===== src/rtl/cram_async_ctrl_if.sv =====
// OPB-style request/response bundle between the APF/core side and the CRAM controller.
// The master drives a request; the slave (controller) answers with a one-cycle ack.
interface cram_async_ctrl_if #(
    parameter int ADDR_W = 22
);
    logic              OPB_select;
    logic              OPB_RNW;
    logic              OPB_32Bit;
    logic [ADDR_W+1:0] OPB_ABus;
    logic [3:0]        OPB_BE;
    logic [31:0]       OPB_DBus;
    logic [31:0]       Sln_DBus;
    logic              Sln_xferAck;
    logic              busy;

    modport master (
        output OPB_select, OPB_RNW, OPB_32Bit, OPB_ABus, OPB_BE, OPB_DBus,
        input  Sln_DBus, Sln_xferAck, busy
    );

    modport slave (
        input  OPB_select, OPB_RNW, OPB_32Bit, OPB_ABus, OPB_BE, OPB_DBus,
        output Sln_DBus, Sln_xferAck, busy
    );
endinterface


===== src/rtl/cram_async_ctrl.sv =====
// Async SRAM-mode CRAM/PSRAM controller: turns one OPB request into one or two timed
// 16-bit accesses with programmable strobe widths and CE recovery between them.
module cram_async_ctrl #(
    parameter int ADDR_W   = 22,
    parameter int WAIT_RD  = 4,
    parameter int WAIT_WR  = 4,
    parameter int RECOVERY = 1
) (
    input  logic              OPB_Clk,
    input  logic              OPB_Rst_n,
    cram_async_ctrl_if.slave  opb,
    output logic [ADDR_W-1:0] cram_a,
    output logic [15:0]       cram_dq_o,
    input  logic [15:0]       cram_dq_i,
    output logic              cram_dq_oe,
    output logic              cram_ce0_n,
    output logic              cram_ce1_n,
    output logic              cram_oe_n,
    output logic              cram_we_n,
    output logic              cram_ub_n,
    output logic              cram_lb_n,
    output logic              cram_adv_n
);

    localparam int MAX_A = (WAIT_RD > WAIT_WR) ? WAIT_RD : WAIT_WR;
    localparam int MAX_W = (MAX_A > RECOVERY) ? MAX_A : RECOVERY;
    localparam int CNT_W = $clog2(MAX_W + 1);
    localparam logic [CNT_W-1:0] RD_LAST    = CNT_W'(WAIT_RD - 1);
    localparam logic [CNT_W-1:0] WR_LAST    = CNT_W'(WAIT_WR - 1);
    localparam logic [CNT_W-1:0] RECOV_LAST = CNT_W'((RECOVERY > 0) ? RECOVERY - 1 : 0);

    typedef enum logic [2:0] {
        S_IDLE, S_SETUP, S_RD, S_WR, S_HOLD, S_RECOV, S_ACK
    } state_t;

    state_t            state_q, state_d, done_tgt;
    logic [CNT_W-1:0]  cnt_q;
    logic              armed_q;
    logic              rnw_q, b32_q, chip_q, half_q;
    logic [ADDR_W-1:0] addr_q;
    logic [3:0]        be_q;
    logic [31:0]       wdata_q, rdata_q;

    logic accept, first_half, next_half, capture, half_done, more;
    logic chip_d, half_d, rnw_d, ce_d;
    logic [3:0] be_d;
    logic [1:0] lane_d;
    logic abus_byte_unused;

    assign abus_byte_unused = opb.OPB_ABus[0];

    // A second half is needed for 32-bit reads, or 32-bit writes with any upper byte enabled.
    assign more     = !half_q && b32_q && (rnw_q || (be_q[3:2] != 2'b00));
    assign done_tgt = more ? S_SETUP : S_ACK;

    always_comb begin
        state_d    = state_q;
        accept     = 1'b0;
        first_half = 1'b0;
        next_half  = 1'b0;
        capture    = 1'b0;
        half_done  = 1'b0;
        case (state_q)
            S_IDLE: begin
                if (opb.OPB_select && armed_q) begin
                    accept = 1'b1;
                    if (opb.OPB_RNW || (opb.OPB_BE[1:0] != 2'b00)) begin
                        state_d = S_SETUP;
                    end else if (opb.OPB_32Bit && (opb.OPB_BE[3:2] != 2'b00)) begin
                        state_d    = S_SETUP;
                        first_half = 1'b1;
                    end else begin
                        state_d = S_ACK;
                    end
                end
            end
            S_SETUP: state_d = rnw_q ? S_RD : S_WR;
            S_RD: begin
                if (cnt_q == RD_LAST) begin
                    capture   = 1'b1;
                    half_done = 1'b1;
                end
            end
            S_WR:    if (cnt_q == WR_LAST) state_d = S_HOLD;
            S_HOLD:  half_done = 1'b1;
            S_RECOV: begin
                if (cnt_q == RECOV_LAST) begin
                    state_d   = done_tgt;
                    next_half = more;
                end
            end
            S_ACK:   state_d = S_IDLE;
            default: state_d = S_IDLE;
        endcase
        // With no recovery the next half starts straight from the end of this one.
        if (half_done) begin
            if (RECOVERY > 0) begin
                state_d = S_RECOV;
            end else begin
                state_d   = done_tgt;
                next_half = more;
            end
        end
    end

    always_ff @(posedge OPB_Clk or negedge OPB_Rst_n) begin
        if (!OPB_Rst_n) begin
            state_q <= S_IDLE;
            cnt_q   <= '0;
            armed_q <= 1'b1;
        end else begin
            state_q <= state_d;
            cnt_q   <= (state_d != state_q) ? '0 : cnt_q + CNT_W'(1);
            if (accept)
                armed_q <= 1'b0;
            else if (!opb.OPB_select)
                armed_q <= 1'b1;
        end
    end

    always_ff @(posedge OPB_Clk or negedge OPB_Rst_n) begin
        if (!OPB_Rst_n) begin
            rnw_q   <= 1'b0;
            b32_q   <= 1'b0;
            chip_q  <= 1'b0;
            half_q  <= 1'b0;
            addr_q  <= '0;
            be_q    <= '0;
            wdata_q <= '0;
            rdata_q <= '0;
        end else begin
            if (accept) begin
                rnw_q   <= opb.OPB_RNW;
                b32_q   <= opb.OPB_32Bit;
                chip_q  <= opb.OPB_ABus[ADDR_W+1];
                half_q  <= first_half;
                addr_q  <= opb.OPB_ABus[ADDR_W:1] + ADDR_W'(first_half);
                be_q    <= opb.OPB_BE;
                wdata_q <= opb.OPB_DBus;
                rdata_q <= '0;
            end else if (next_half) begin
                half_q <= 1'b1;
                addr_q <= addr_q + ADDR_W'(1);
            end
            if (capture) begin
                if (half_q) rdata_q[31:16] <= cram_dq_i;
                else        rdata_q[15:0]  <= cram_dq_i;
            end
        end
    end

    // Pin controls are registered from the next state so strobes never glitch.
    assign chip_d = accept ? opb.OPB_ABus[ADDR_W+1] : chip_q;
    assign half_d = accept ? first_half : (next_half | half_q);
    assign rnw_d  = accept ? opb.OPB_RNW : rnw_q;
    assign be_d   = accept ? opb.OPB_BE : be_q;
    assign lane_d = half_d ? be_d[3:2] : be_d[1:0];
    assign ce_d   = (state_d == S_SETUP) || (state_d == S_RD) ||
                    (state_d == S_WR)    || (state_d == S_HOLD);

    always_ff @(posedge OPB_Clk or negedge OPB_Rst_n) begin
        if (!OPB_Rst_n) begin
            cram_ce0_n <= 1'b1;
            cram_ce1_n <= 1'b1;
            cram_oe_n  <= 1'b1;
            cram_we_n  <= 1'b1;
            cram_ub_n  <= 1'b1;
            cram_lb_n  <= 1'b1;
            cram_dq_oe <= 1'b0;
        end else begin
            cram_ce0_n <= !(ce_d && !chip_d);
            cram_ce1_n <= !(ce_d && chip_d);
            cram_oe_n  <= (state_d != S_RD);
            cram_we_n  <= (state_d != S_WR);
            cram_ub_n  <= (state_d == S_RD) ? 1'b0 : ((state_d == S_WR) ? !lane_d[1] : 1'b1);
            cram_lb_n  <= (state_d == S_RD) ? 1'b0 : ((state_d == S_WR) ? !lane_d[0] : 1'b1);
            cram_dq_oe <= !rnw_d && ((state_d == S_SETUP) || (state_d == S_WR) ||
                                     (state_d == S_HOLD));
        end
    end

    assign cram_a          = addr_q;
    assign cram_dq_o       = half_q ? wdata_q[31:16] : wdata_q[15:0];
    assign cram_adv_n      = 1'b0;
    assign opb.Sln_xferAck = (state_q == S_ACK);
    assign opb.Sln_DBus    = (state_q == S_ACK) ? rdata_q : 32'h0;
    assign opb.busy        = (state_q != S_IDLE);

endmodule


===== src/flat_wrapper.sv =====
// flat-port wrapper written by rule: the top's interface ports become plain ports
module cram_async_ctrl_flat 
#(
    parameter int ADDR_W   = 22,
    parameter int WAIT_RD  = 4,
    parameter int WAIT_WR  = 4,
    parameter int RECOVERY = 1
)
  (OPB_Clk, OPB_Rst_n, cram_a, cram_dq_o, cram_dq_i, cram_dq_oe, cram_ce0_n, cram_ce1_n, cram_oe_n, cram_we_n, cram_ub_n, cram_lb_n, cram_adv_n, opb_OPB_select, opb_OPB_RNW, opb_OPB_32Bit, opb_OPB_ABus, opb_OPB_BE, opb_OPB_DBus, opb_Sln_DBus, opb_Sln_xferAck, opb_busy);
  cram_async_ctrl_if #(.ADDR_W(ADDR_W)) opb_i ();
  input  logic OPB_Clk;
  input  logic OPB_Rst_n;
  output logic [ADDR_W-1:0] cram_a;
  output logic [15:0] cram_dq_o;
  input  logic [15:0] cram_dq_i;
  output logic cram_dq_oe;
  output logic cram_ce0_n;
  output logic cram_ce1_n;
  output logic cram_oe_n;
  output logic cram_we_n;
  output logic cram_ub_n;
  output logic cram_lb_n;
  output logic cram_adv_n;
  input wire logic [$bits(opb_i.OPB_select)-1:0] opb_OPB_select;
  input wire logic [$bits(opb_i.OPB_RNW)-1:0] opb_OPB_RNW;
  input wire logic [$bits(opb_i.OPB_32Bit)-1:0] opb_OPB_32Bit;
  input wire logic [$bits(opb_i.OPB_ABus)-1:0] opb_OPB_ABus;
  input wire logic [$bits(opb_i.OPB_BE)-1:0] opb_OPB_BE;
  input wire logic [$bits(opb_i.OPB_DBus)-1:0] opb_OPB_DBus;
  output wire logic [$bits(opb_i.Sln_DBus)-1:0] opb_Sln_DBus;
  output wire logic [$bits(opb_i.Sln_xferAck)-1:0] opb_Sln_xferAck;
  output wire logic [$bits(opb_i.busy)-1:0] opb_busy;
  assign opb_i.OPB_select = opb_OPB_select;
  assign opb_i.OPB_RNW = opb_OPB_RNW;
  assign opb_i.OPB_32Bit = opb_OPB_32Bit;
  assign opb_i.OPB_ABus = opb_OPB_ABus;
  assign opb_i.OPB_BE = opb_OPB_BE;
  assign opb_i.OPB_DBus = opb_OPB_DBus;
  assign opb_Sln_DBus = opb_i.Sln_DBus;
  assign opb_Sln_xferAck = opb_i.Sln_xferAck;
  assign opb_busy = opb_i.busy;
  cram_async_ctrl #(.ADDR_W(ADDR_W), .WAIT_RD(WAIT_RD), .WAIT_WR(WAIT_WR), .RECOVERY(RECOVERY)) u_core (.OPB_Clk(OPB_Clk), .OPB_Rst_n(OPB_Rst_n), .opb(opb_i), .cram_a(cram_a), .cram_dq_o(cram_dq_o), .cram_dq_i(cram_dq_i), .cram_dq_oe(cram_dq_oe), .cram_ce0_n(cram_ce0_n), .cram_ce1_n(cram_ce1_n), .cram_oe_n(cram_oe_n), .cram_we_n(cram_we_n), .cram_ub_n(cram_ub_n), .cram_lb_n(cram_lb_n), .cram_adv_n(cram_adv_n));
endmodule

===== config.mk =====
export PLATFORM = sky130hd
export DESIGN_NAME = cram_async_ctrl_flat
export DESIGN_NICKNAME = d
export VERILOG_FILES = /design/src/rtl/cram_async_ctrl_if.sv /design/src/rtl/cram_async_ctrl.sv /design/src/flat_wrapper.sv
export SDC_FILE = /design/constraint.sdc
export NUM_CORES = 1
export LEC_CHECK = 0
export BUFFER_PORTS_ARGS = -buffer_cell sky130_fd_sc_hd__buf_2
export CORE_ASPECT_RATIO = 1.25
export CORE_MARGIN = 1.5
export CORE_UTILIZATION = 40
export CTS_BUF_LIST = sky130_fd_sc_hd__clkbuf_2 sky130_fd_sc_hd__clkbuf_4 sky130_fd_sc_hd__clkbuf_8
export CTS_CLUSTER_SIZE = 25
export DETAILED_ROUTE_END_ITERATION = 8
export GPL_TIMING_DRIVEN = 0
export PLACE_DENSITY = 0.72
export SLEW_MARGIN = 10
export SYNTH_ARGS = -nofsm -noshare
export SYNTH_HDL_FRONTEND = slang
export SYNTH_SLANG_ARGS = --single-unit

===== constraint.sdc =====
create_clock -name OPB_Clk -period 4.15 [get_ports OPB_Clk]
set_clock_uncertainty 0.2 [all_clocks]
set_input_delay 0.415 -clock OPB_Clk [delete_from_list [all_inputs] [get_ports OPB_Clk]]
set_output_delay 0.415 -clock OPB_Clk [all_outputs]
set_load 0.01 [all_outputs]

Yosys cells after proc, flatten, opt, wreduce, memory -nomap -nowiden
Index checks and enable logic that the tools add are counted.

Bits in registers: 108. Latch bits: 0. Bits in writable memories: 0. ROM bits: 0. Bits of input ports: 81. Output and inout port bits: 80. Logic and storage cells: 108. Memories kept: 0.

Add/sub/neg operators: 3. $mul: 0. Divide/modulo/power cells: 0. $lt $le $gt $ge: 0. Equal/unequal tests: 15. Shift operators: 0. Muxes and demuxes: 42. Bitwise operators: 1. Reduce and logical (&&, ||, !) cells: 29.

Operator list (number): 32-bit two-way mux (3); 16-bit two-way mux (3); 22-bit two-way mux (2); 3-bit two-way mux (8); 22-bit by 1-bit adder with 22-bit output (1); 22-bit by 1-bit adder with 22-bit output (second input constant) (1); 1-bit two-way mux (22); 3-bit by 2-bit == test with 1-bit output (second input constant) (5); 3-bit one-hot mux with 5 select lines (1); 3-bit == test (second input constant) (4); 2-bit nonzero test (4); 1-bit logical AND (7); 1-bit logical NOT (7); 1-bit logical OR (7); 3-bit by 1-bit == test with 1-bit output (second input constant) (2); 3-bit logical NOT (2); 3-bit by 2-bit != test with 1-bit output (second input constant) (2); 4-bit two-way mux (1); 3-bit by 1-bit adder with 3-bit output (second input constant) (1); 3-bit != test (1); 3-bit nonzero test (1); 2-bit two-way mux (1); 2-bit by 1-bit != test with 1-bit output (second input constant) (1); 1-bit one-hot mux with 2 select lines (1); other kinds (2) (2).

Depth between registers and ports, before layout
Depth after elaboration: 13. Depth in mapped cells: 13. Gate-level depth less buffers: 10.

Worst setup path after synthesis
Ideal clock, no wire load.

Path type: register to register. From: reg u_core.state_q[1]. To: reg u_core.addr_q[16] (netlist: u_core.cram_a[16]). Setup time: 126 ps. Arrival: 3011 ps. Slack: 813 ps. Cell stages (with the launch flop): 14. Buffers on the path: 3. Period minus slack after synthesis: 3337 ps. Path through: dfrtp_1 -> buf_2 -> nor3_2 -> nand2_1 -> clkbuf_1 -> buf_1 -> nor3_1 -> ha_1 -> ha_1 -> nand2_1 -> nor4_1 -> nand2_1 -> xnor2_1 -> a221o_1.

Longest elaborated chain between the ends: 4. Elaborated cells between the ends (all ways): 8. Those cells by class: add/sub: 1; eq/ne: 1; mux: 4; reduce/logical: 2.

Ends and longest elaborated chain: start, declared (RTL line cram_async_ctrl.sv:36) `state_t state_q, state_d, done_tgt;`; start signal, assigned (RTL line cram_async_ctrl.sv:112) `state_q <= state_d;`; 3-bit logical NOT (RTL line cram_async_ctrl.sv:63) `case (state_q)`; 1-bit two-way mux (RTL line cram_async_ctrl.sv:63); 22-bit by 1-bit adder with 22-bit output (RTL line cram_async_ctrl.sv:137) `addr_q <= opb.OPB_ABus[ADDR_W:1] + ADDR_W'(first_half);`; 22-bit two-way mux (RTL line cram_async_ctrl.sv:132) `if (accept) begin`; end signal, assigned (RTL line cram_async_ctrl.sv:137); end signal, assigned (RTL line cram_async_ctrl.sv:143) `addr_q <= addr_q + ADDR_W'(1);`; end, declared (RTL line cram_async_ctrl.sv:40) `logic [ADDR_W-1:0] addr_q;`.

Several ways; a longest one is shown, not always the timed one. A chain may end at the register's enable or synchronous reset.

Worst setup path in the final report
From: in opb_OPB_select. To: reg u_core.addr_q[16] (netlist: u_core.cram_a[16]).

Longest elaborated chain between the ends: 5. Elaborated cells between the ends (all ways): 8. Those cells by class: add/sub: 1; mux: 5; reduce/logical: 2.

Ends and longest elaborated chain: start, declared (RTL line flat_wrapper.sv:24) `input wire logic [$bits(opb_i.OPB_select)-1:0] opb_OPB_select;`; 1-bit logical AND * (RTL line cram_async_ctrl.sv:65) `if (opb.OPB_select && armed_q) begin`; 1-bit two-way mux (RTL line cram_async_ctrl.sv:65); 1-bit two-way mux (RTL line cram_async_ctrl.sv:63); 22-bit by 1-bit adder with 22-bit output (RTL line cram_async_ctrl.sv:137); 22-bit two-way mux (RTL line cram_async_ctrl.sv:132).

Mark *: on every way between the ends. The rest lies on a longest branch, timed or not.

==> run metrics <==
status finished clean; Cells after Synth 655; CP Launch Type primary input; EDFF count, synth 0; Root Buffer Master clkbuf_8; kind of critical path in2reg; Max Root-Sink Buffers 2; clk sinks 108; fillers 1353; post-synthesis cell type count 54; fin worst setup slack 0.431 ns; CTS tree done; Main synth FF type dfrtp_1; dpl cells 989; fmax roughly 270 MHz; Port Buffers 158; syn_area_per_cell 8.71 um2; H-tree levels 3; number of DRC markers in iteration 0 332; FFs w/ async S/R, synth 1.00; vias in the first global route 5163; vias per inst 5.21; power consumption 4340 uW; ratio of cells with drive above 1 in the final layout 0.266; Top Ports between 150 and 200; largest net degree at the start of global routing 60; WL/cell 14.9 um; CTS Buf Count 9; WP data arrival 3.79 ns; Slew @ Worst Pin ~0.73 ns; gpl congestion 0.851; Setup crit end kind flip-flop; maximum VDD drop 344 uV; initial antenna violation count 0; post-CTS setup buffer count 0; GR Overflow Total 0; data required time of the critical path 4.22 ns; final slew viol count 0; Reg clk slew, reported paths around 0.12 ns; Starting Density 0.411; Max-Cap Viols 0; yosys warns 0; worst-skew pair later-pin latency roughly 0.38 ns; Final ANT Viol Nets 0; relative slew slack 0.508; Cell Pwr Density 616 nW/um2; synth-to-layout area growth 23.5%; global-route wire length before repair 24.7 mm; commonest cells after routing, fill and taps aside 213 x nand2_1, 165 x buf_2, 101 x dfrtp_1; Worst Hold Class in2reg; Row Count 48; drt pass-1 iters 7; Cell Area, Synth 5700 um2; Hold Vio Cnt, Final 0; Place WS -0.209 ns; nets 920; Worst Path Max Fanout 19; leading cell type in the layout, fill and taps excluded nand2_1; DIE WIDTH 110 um; final core utilization 0.508; CORE AREA 13900 um2; post-synthesis sequential area ratio 0.475; Die Ht roughly 140 um; flops & latches, synth 108; # diodes 0; Routed WL 15.1 mm; syn_nets 742; Finished Layout Cells 1013; Hold Slack 0.0182 ns; Tcrit/Tclk final 0.896; DR DRC count 0; die area 15000 um2; DR vias 5281; DP HPWL 11.4 mm; final setup fails 0; leak pwr around 0.0035 uW; gr usage total 0.210; RSZ-0062 raised after global routing false; Final min period 3.72 ns
## layout make-up
type                            count  area (um2)  area share
Buffer                             37         158      0.0224
Clock buffer                        9         124      0.0176
Clock inverter                      7        76.3      0.0108
Inverter                           11        41.3     0.00586
Multi-Input combinational cell    498        2800       0.397
Sequential cell                   108        2710       0.385
Tap cell                          175         219      0.0311
Timing Repair Buffer              168         915       0.130
## synthesized netlist by cell type, types with 7 or more instances
library cell / instances / share of area
nand3_1: 16 / 0.014
xnor2_1: 22 / 0.034
dfrtp_1: 101 / 0.44
mux2_2: 17 / 0.034
nor2_1: 19 / 0.013
nand4_1: 9 / 0.0099
mux2i_1: 7 / 0.012
and3_1: 43 / 0.047
a21oi_1: 7 / 0.0061
nor4_1: 7 / 0.0077
dfstp_2: 7 / 0.032
nand2_1: 214 / 0.14
buf_2: 8 / 0.0070
inv_1: 11 / 0.0072
nor3_1: 14 / 0.012
o21ai_0: 43 / 0.038
clkbuf_1: 26 / 0.017
xor2_1: 11 / 0.017
## metrics by stage
| step | TNS [ns] | cell area, um2 |
|---|---|---|
| 6_report | 0 | 7040 |
| 4_1_cts | 0 | 7040 |
| 5_1_grt | 0 | 7040 |
| 3_5_place_dp | -0.381 | 6750 |
| 2_1_floorplan | 0 | 5700 |
| 3_3_place_gp | -0.518 | 6710 |
## final timing paths
path                       cells after the start  slack (ns)         startpoint                  to
min in group asynchronous                      2        0.34          OPB_Rst_n  u_core.rdata_q[23]
max                                           13        0.43     opb_OPB_select   u_core.cram_a[16]
max in group asynchronous                      3        2.76          OPB_Rst_n      u_core.be_q[3]
max reg2reg                                   12        0.44  u_core.state_q[1]   u_core.cram_a[16]
min                                            3        0.02    opb_OPB_DBus[5]   u_core.wdata_q[5]
min reg2reg                                    1        0.27    u_core.cnt_q[0]     u_core.cnt_q[0]
## cell families (layout without fill, tap and decap cells)
family,Yosys count,in the layout,synth area share
flops,108,108,0.475
fa+ha+maj,6,6,0.0132
simple gates,355,355,0.294
xor+xnor,33,33,0.0507
buf+inv,49,232,0.0353
mux,24,24,0.0459
compound gates,79,79,0.0849
other cells,1,1,0.000658
## worst max-delay path, cell delays in order
cell           delay (ns)
dlygate4sd3_1        0.53
buf_2                0.12
and2_1               0.19
nand2_2              0.19
clkbuf_2             0.39
nor3_1               0.30
ha_1                 0.23
ha_1                 0.25
nand2_1              0.09
nor4_2               0.42
nand2_1              0.12
xnor2_1              0.17
a221o_1              0.34
## metal layers
layer | vias up | track usage | wire (um)
li1 | 2569 | - | -
met1 | 2514 | 0.255 | 6470
met2 | 179 | 0.354 | 7410
met3 | 19 | 0.0490 | 980
met4 | 0 | 0.0866 | 248
met5 | - | 0 | 0
## sequential cells by signal (all words and copies together), names as in the netlist, 3 cells and up
signal,count
u_core.wdata_q,32
u_core.cnt_q,3
u_core.be_q,4
u_core.state_q,3
u_core.cram_a,22
u_core.rdata_q,32
## power by group
group / internal [uW] / switching [uW]
clock: 242 / 407
sequential: 1550 / 342
combinational: 767 / 1030
total: 2560 / 1780
## timing repair
action                                 in CTS  in global routing
setup endpoints to repair                   4                  2
hold buffers                                8                  1
endpoints found under the hold margin      49                  1
gates resized for setup                     3                  0
No activity file was read; power rests on OpenSTA's default activity.
